[src/rtl/seq_chunk_adder_pkg.sv]
// Shared definitions for the chunked multi-cycle adder/subtractor:
// state encoding and a counter-width helper.
package seq_chunk_adder_pkg;

  localparam logic [1:0] ST_IDLE = 2'd0;
  localparam logic [1:0] ST_RUN  = 2'd1;
  localparam logic [1:0] ST_DONE = 2'd2;

  typedef enum logic [1:0] {
    IDLE = ST_IDLE,
    RUN  = ST_RUN,
    DONE = ST_DONE
  } state_t;

  function automatic int idx_width(input int n);
    return (n > 1) ? $clog2(n) : 1;
  endfunction

endpackage

[src/rtl/seq_chunk_adder_chunk_rca.sv]
// Combinational CHUNK-bit ripple-carry slice built from full adders; also exposes
// the carry into the top bit so the caller can derive signed overflow.
module chunk_rca #(
  parameter int CHUNK = 4
) (
  input  logic [CHUNK-1:0] a,
  input  logic [CHUNK-1:0] b,
  input  logic             cin,
  output logic [CHUNK-1:0] s,
  output logic             cout,
  output logic             c_msb_in
);

  logic [CHUNK:0] c;

  assign c[0] = cin;

  for (genvar i = 0; i < CHUNK; i++) begin : g_fa
    assign s[i]   = a[i] ^ b[i] ^ c[i];
    assign c[i+1] = (a[i] & b[i]) | (c[i] & (a[i] ^ b[i]));
  end

  assign cout     = c[CHUNK];
  assign c_msb_in = c[CHUNK-1];

endmodule

[src/rtl/seq_chunk_adder.sv]
// Multi-cycle adder/subtractor: WIDTH-bit operands processed CHUNK bits per clock,
// with valid/ready handshakes on both sides.
//
//   state | meaning
//   IDLE  | in_ready=1, waiting for operands
//   RUN   | one slice per edge, carry held in carry_q
//   DONE  | out_valid=1, result held until out_ready
module seq_chunk_adder
  import seq_chunk_adder_pkg::*;
#(
  parameter int WIDTH = 16,
  parameter int CHUNK = 4
) (
  input  logic             clk,
  input  logic             rst,
  input  logic             in_valid,
  output logic             in_ready,
  input  logic [WIDTH-1:0] A,
  input  logic [WIDTH-1:0] B,
  input  logic             sub,
  output logic             out_valid,
  input  logic             out_ready,
  output logic [WIDTH-1:0] S,
  output logic             cout,
  output logic             ovf
);

  localparam int NUM_CHUNKS = WIDTH / CHUNK;
  localparam int KW         = idx_width(NUM_CHUNKS);
  localparam logic [KW-1:0] K_LAST = KW'(NUM_CHUNKS - 1);

  if (CHUNK < 1 || NUM_CHUNKS < 1 || (WIDTH % CHUNK) != 0) begin : g_bad_params
    $error("seq_chunk_adder: WIDTH must be a non-zero multiple of CHUNK");
  end

  state_t           state, state_nxt;
  logic [WIDTH-1:0] a_q, b_q, s_q;
  logic [KW-1:0]    k;
  logic             carry_q, cout_q, ovf_q;

  logic [CHUNK-1:0] a_sl, b_sl, sum_sl;
  logic             c_out_sl, c_msb_sl;

  assign a_sl = a_q[k*CHUNK +: CHUNK];
  assign b_sl = b_q[k*CHUNK +: CHUNK];

  chunk_rca #(.CHUNK(CHUNK)) u_rca (
    .a        (a_sl),
    .b        (b_sl),
    .cin      (carry_q),
    .s        (sum_sl),
    .cout     (c_out_sl),
    .c_msb_in (c_msb_sl)
  );

  always_ff @(posedge clk) begin
    if (rst) state <= IDLE;
    else     state <= state_nxt;
  end

  always_comb begin
    state_nxt = state;
    in_ready  = 1'b0;
    out_valid = 1'b0;
    case (state)
      IDLE: begin
        in_ready = 1'b1;
        if (in_valid) state_nxt = RUN;
      end
      RUN: begin
        if (k == K_LAST) state_nxt = DONE;
      end
      DONE: begin
        out_valid = 1'b1;
        if (out_ready) state_nxt = IDLE;
      end
      default: state_nxt = IDLE;
    endcase
  end

  // Subtraction is A + ~B + 1: invert B at capture and seed the carry with sub.
  always_ff @(posedge clk) begin
    if (rst) begin
      a_q     <= '0;
      b_q     <= '0;
      s_q     <= '0;
      k       <= '0;
      carry_q <= 1'b0;
      cout_q  <= 1'b0;
      ovf_q   <= 1'b0;
    end else begin
      case (state)
        IDLE: begin
          if (in_valid) begin
            a_q     <= A;
            b_q     <= B ^ {WIDTH{sub}};
            carry_q <= sub;
            k       <= '0;
          end
        end
        RUN: begin
          s_q[k*CHUNK +: CHUNK] <= sum_sl;
          carry_q               <= c_out_sl;
          k                     <= k + KW'(1);
          if (k == K_LAST) begin
            cout_q <= c_out_sl;
            ovf_q  <= c_msb_sl ^ c_out_sl;
          end
        end
        default: ;
      endcase
    end
  end

  assign S    = s_q;
  assign cout = cout_q;
  assign ovf  = ovf_q;

endmodule
[config.mk]
export PLATFORM = sky130hd
export DESIGN_NAME = seq_chunk_adder
export DESIGN_NICKNAME = d
export VERILOG_FILES = /design/src/rtl/seq_chunk_adder_pkg.sv /design/src/rtl/seq_chunk_adder_chunk_rca.sv /design/src/rtl/seq_chunk_adder.sv
export SDC_FILE = /design/constraint.sdc
export NUM_CORES = 1
export LEC_CHECK = 0
export BUFFER_PORTS_ARGS = -buffer_cell sky130_fd_sc_hd__buf_2
export CORE_AREA = 8 8 77 79
export CTS_BUF_LIST = sky130_fd_sc_hd__clkbuf_4 sky130_fd_sc_hd__clkbuf_8 sky130_fd_sc_hd__clkbuf_16
export DETAILED_ROUTE_END_ITERATION = 8
export DIE_AREA = 0 0 85 87
export GPL_TIMING_DRIVEN = 0
export PLACE_DENSITY = 0.82
export SKIP_CTS_REPAIR_TIMING = 1
export SYNTH_ARGS = -nofsm -noshare
export SYNTH_HDL_FRONTEND = slang
export SYNTH_SLANG_ARGS = --single-unit
[constraint.sdc]
create_clock -name clk -period 7.3 [get_ports clk]
set_clock_uncertainty 0.15 [all_clocks]
set_input_delay 1.095 -clock clk [delete_from_list [all_inputs] [get_ports clk]]
set_output_delay 1.095 -clock clk [all_outputs]
set_load 0.01 [all_outputs]
==> results.toml <==
[status]
status = "completed"

[yosys]
yosysTopAreaCellShare = 0.421
synth_common_cells = "dfxtp_1 (55), nand2_1 (47), a21oi_1 (26), nor2_1 (25), xnor2_1 (17)"
syn-cell-area_sq_um = 2610
ys.flop_type = "dfxtp_1"
yosys_warnings = 0
synth_edf_count = 0
avgSynthCellArea_sq_um = 9.23
synth.yosys.seq_area_share = 0.421
syn_inst = 283
syn_nets = 330
synth_cell_types = 35
yosysTopAreaCell = "dfxtp_1"
synth_area_leaders = "dfxtp_1 (42%), mux4_2 (6.9%), nand2_1 (6.8%), xnor2_1 (5.7%), a21oi_1 (5.0%)"
yosysMostFrequentCell = "dfxtp_1"
async_reset_ff_frac = 0
synth_seq_cells = 55

[worst_setup_path]
path_max_fanout = 8
crit_arrival_ns = 3.43
critical_path_required_ns = 7.39
cp-end-kind = "flop"
start_kind = "flop"
crit_type = "reg -> reg"

[power_and_ir_drop]
p_leak_nw = 1.27
powerDensity_nw_per_um2 = 220
peakVddDrop_mv = 0.130

[timing]
worst_pin_slew_ns = 0.520
fmax_ghz = 0.299
slew_headroom = 0.653
drv_slew = 0
fin_setup_tns_ns = 0
hold_slack_ns = 0.307
rsz0062_at_grt = "false"
setup_violations = 0
hold_viol_final = 0
period_share = 0.458
period_minus_slack_ns = 3.34

[detailed_routing]
drc = 0
antenna_left = 0
first_pass_iters = 4
vias_per_cell = 5.40
num_vias = 2170
drt_iter0_drc = 106
drt-total-wl_um = 6050
drt-wirelength-per-cell_um = 15.0

[clock_tree]
cts_root_buf = "clkbuf_8"
clk_latency_ns = 0.31
clkSinkCount = 55
cts_max_level = 2
cts_buffers = 5
cts_tree = "done"
clockBufferDepth = 2
clkTransAtPathRegs_ns = 0.10

[place]
port_buffers = 55
postPlaceCellArea_sq_um = 2960
dp_hpwl_um = 4530
place_congestion = 0.833

[die]
rows = 26
initial_utilization = 0.539
io_pins = 57
die_x_um = 85
core-area_sq_um = 4850
chipHeight_um = 87
dieArea_sq_um = 7400

[grt]
grt.total_usage = 0.167
gr-total-overflow = 0
antenna_found_initial = 0
grt_pass1_vias = 2226
grt_max_degree = 17
grt_pass1_wl_um = 9960

[final_layout]
regArea_sq_um = 1100
nets = 392
drive_gt1_frac = 0.260
num-fill-cells = 412
num_antenna_cells = 0
postLayoutCellArea_sq_um = 3090
area_growth_pct = 18.4
multi_input_area_sq_um = 1360

[job]
maxCapViolCount = 0

[hold_path]
hold_path.class = "reg -> reg"
-- through the flow --
| step | power, W | utilization | std cells | worst slack, ns |
|---|---|---|---|---|
| global placement | 0.000444 | 0.610 | 394 | 4.07 |
| global route | 0.000708 | 0.638 | 402 | 3.79 |
| finish | 0.000680 | 0.638 | 402 | 3.96 |
| floorplan | 0.000411 | - | 283 | 4.30 |
| detailed placement | 0.000447 | 0.610 | 394 | 4.06 |
| CTS | 0.000683 | 0.638 | 402 | 3.95 |
-- worst paths after layout --
check,from,to,slack (ns),cells after the start
worst max-delay path,k[0],S[3],3.96,12
worst min-delay path,S[2],S[2],0.31,2
worst min register to register,S[2],S[2],0.31,2
worst max register to register,k[0],S[3],3.96,12
-- layout by cell type (no fill, tap or decap), types with 4 or more instances in the layout --
cell / instances
dfxtp_1: 55
o21ai_0: 6
nor2_1: 25
xnor2_1: 17
ha_1: 6
clkbuf_8: 5
a21oi_1: 26
clkbuf_1: 7
buf_2: 63
o32ai_1: 4
mux4_2: 8
nand3_1: 9
nand2_1: 47
a211oi_1: 16
inv_1: 13
fa_1: 4
-- worst max-delay path: stages (launching register included) --
cell and delay (ns):
dfxtp_1 0.40, buf_4 0.22, mux4_2 0.52, inv_1 0.10, fa_1 0.18, inv_1 0.06, fa_1 0.36, inv_1 0.09
fa_1 0.22, inv_1 0.06, fa_1 0.60, nand4_1 0.14, a21oi_1 0.18
-- cell type report --
type / count / share of cell area
plain buffers: 20 / 0.0348
clock buffers: 6 / 0.0247
clock inverters: 2 / 0.0194
inverters: 13 / 0.0158
multi-input cells: 195 / 0.438
flip-flops and latches: 55 / 0.356
well taps: 56 / 0.0226
repair buffers: 55 / 0.0890
-- report_power, final --
part | internal (W) | leakage, nW | switching (W)
clock | 0.000141 | 0.0688 | 0.0000994
sequential | 0.000317 | 0.450 | 0.00000899
combinational | 0.0000509 | 0.749 | 0.0000634
-- layer usage --
metal / vias to the layer above / wire [um] / global-route usage
li1: 1093 / - / -
met1: 1003 / 2530 / 0.179
met2: 62 / 3030 / 0.297
met3: 12 / 374 / 0.0491
met4: 0 / 106 / 0.0728
met5: - / 0 / 0
-- registers in the layout, indices dropped and copies added (netlist names) --
| name | cells |
|---|---|
| state | 2 |
| cout | 1 |
| carry_q | 1 |
| S | 16 |
| a_q | 16 |
| k | 2 |
| ovf | 1 |
| b_q | 16 |
-- cell families after synthesis --
| group | after synthesis | share of synthesized area |
|---|---|---|
| flip-flops | 55 | 0.421 |
| adder cells (fa/ha/maj) | 10 | 0.0594 |
| AND/OR/NAND/NOR | 102 | 0.191 |
| XOR/XNOR | 17 | 0.0570 |
| buffers and inverters | 33 | 0.0599 |
| AO/OA/AOI/OAI | 57 | 0.138 |
| multiplexers | 9 | 0.0728 |
Note: power is estimated with default switching activity, not from simulation.
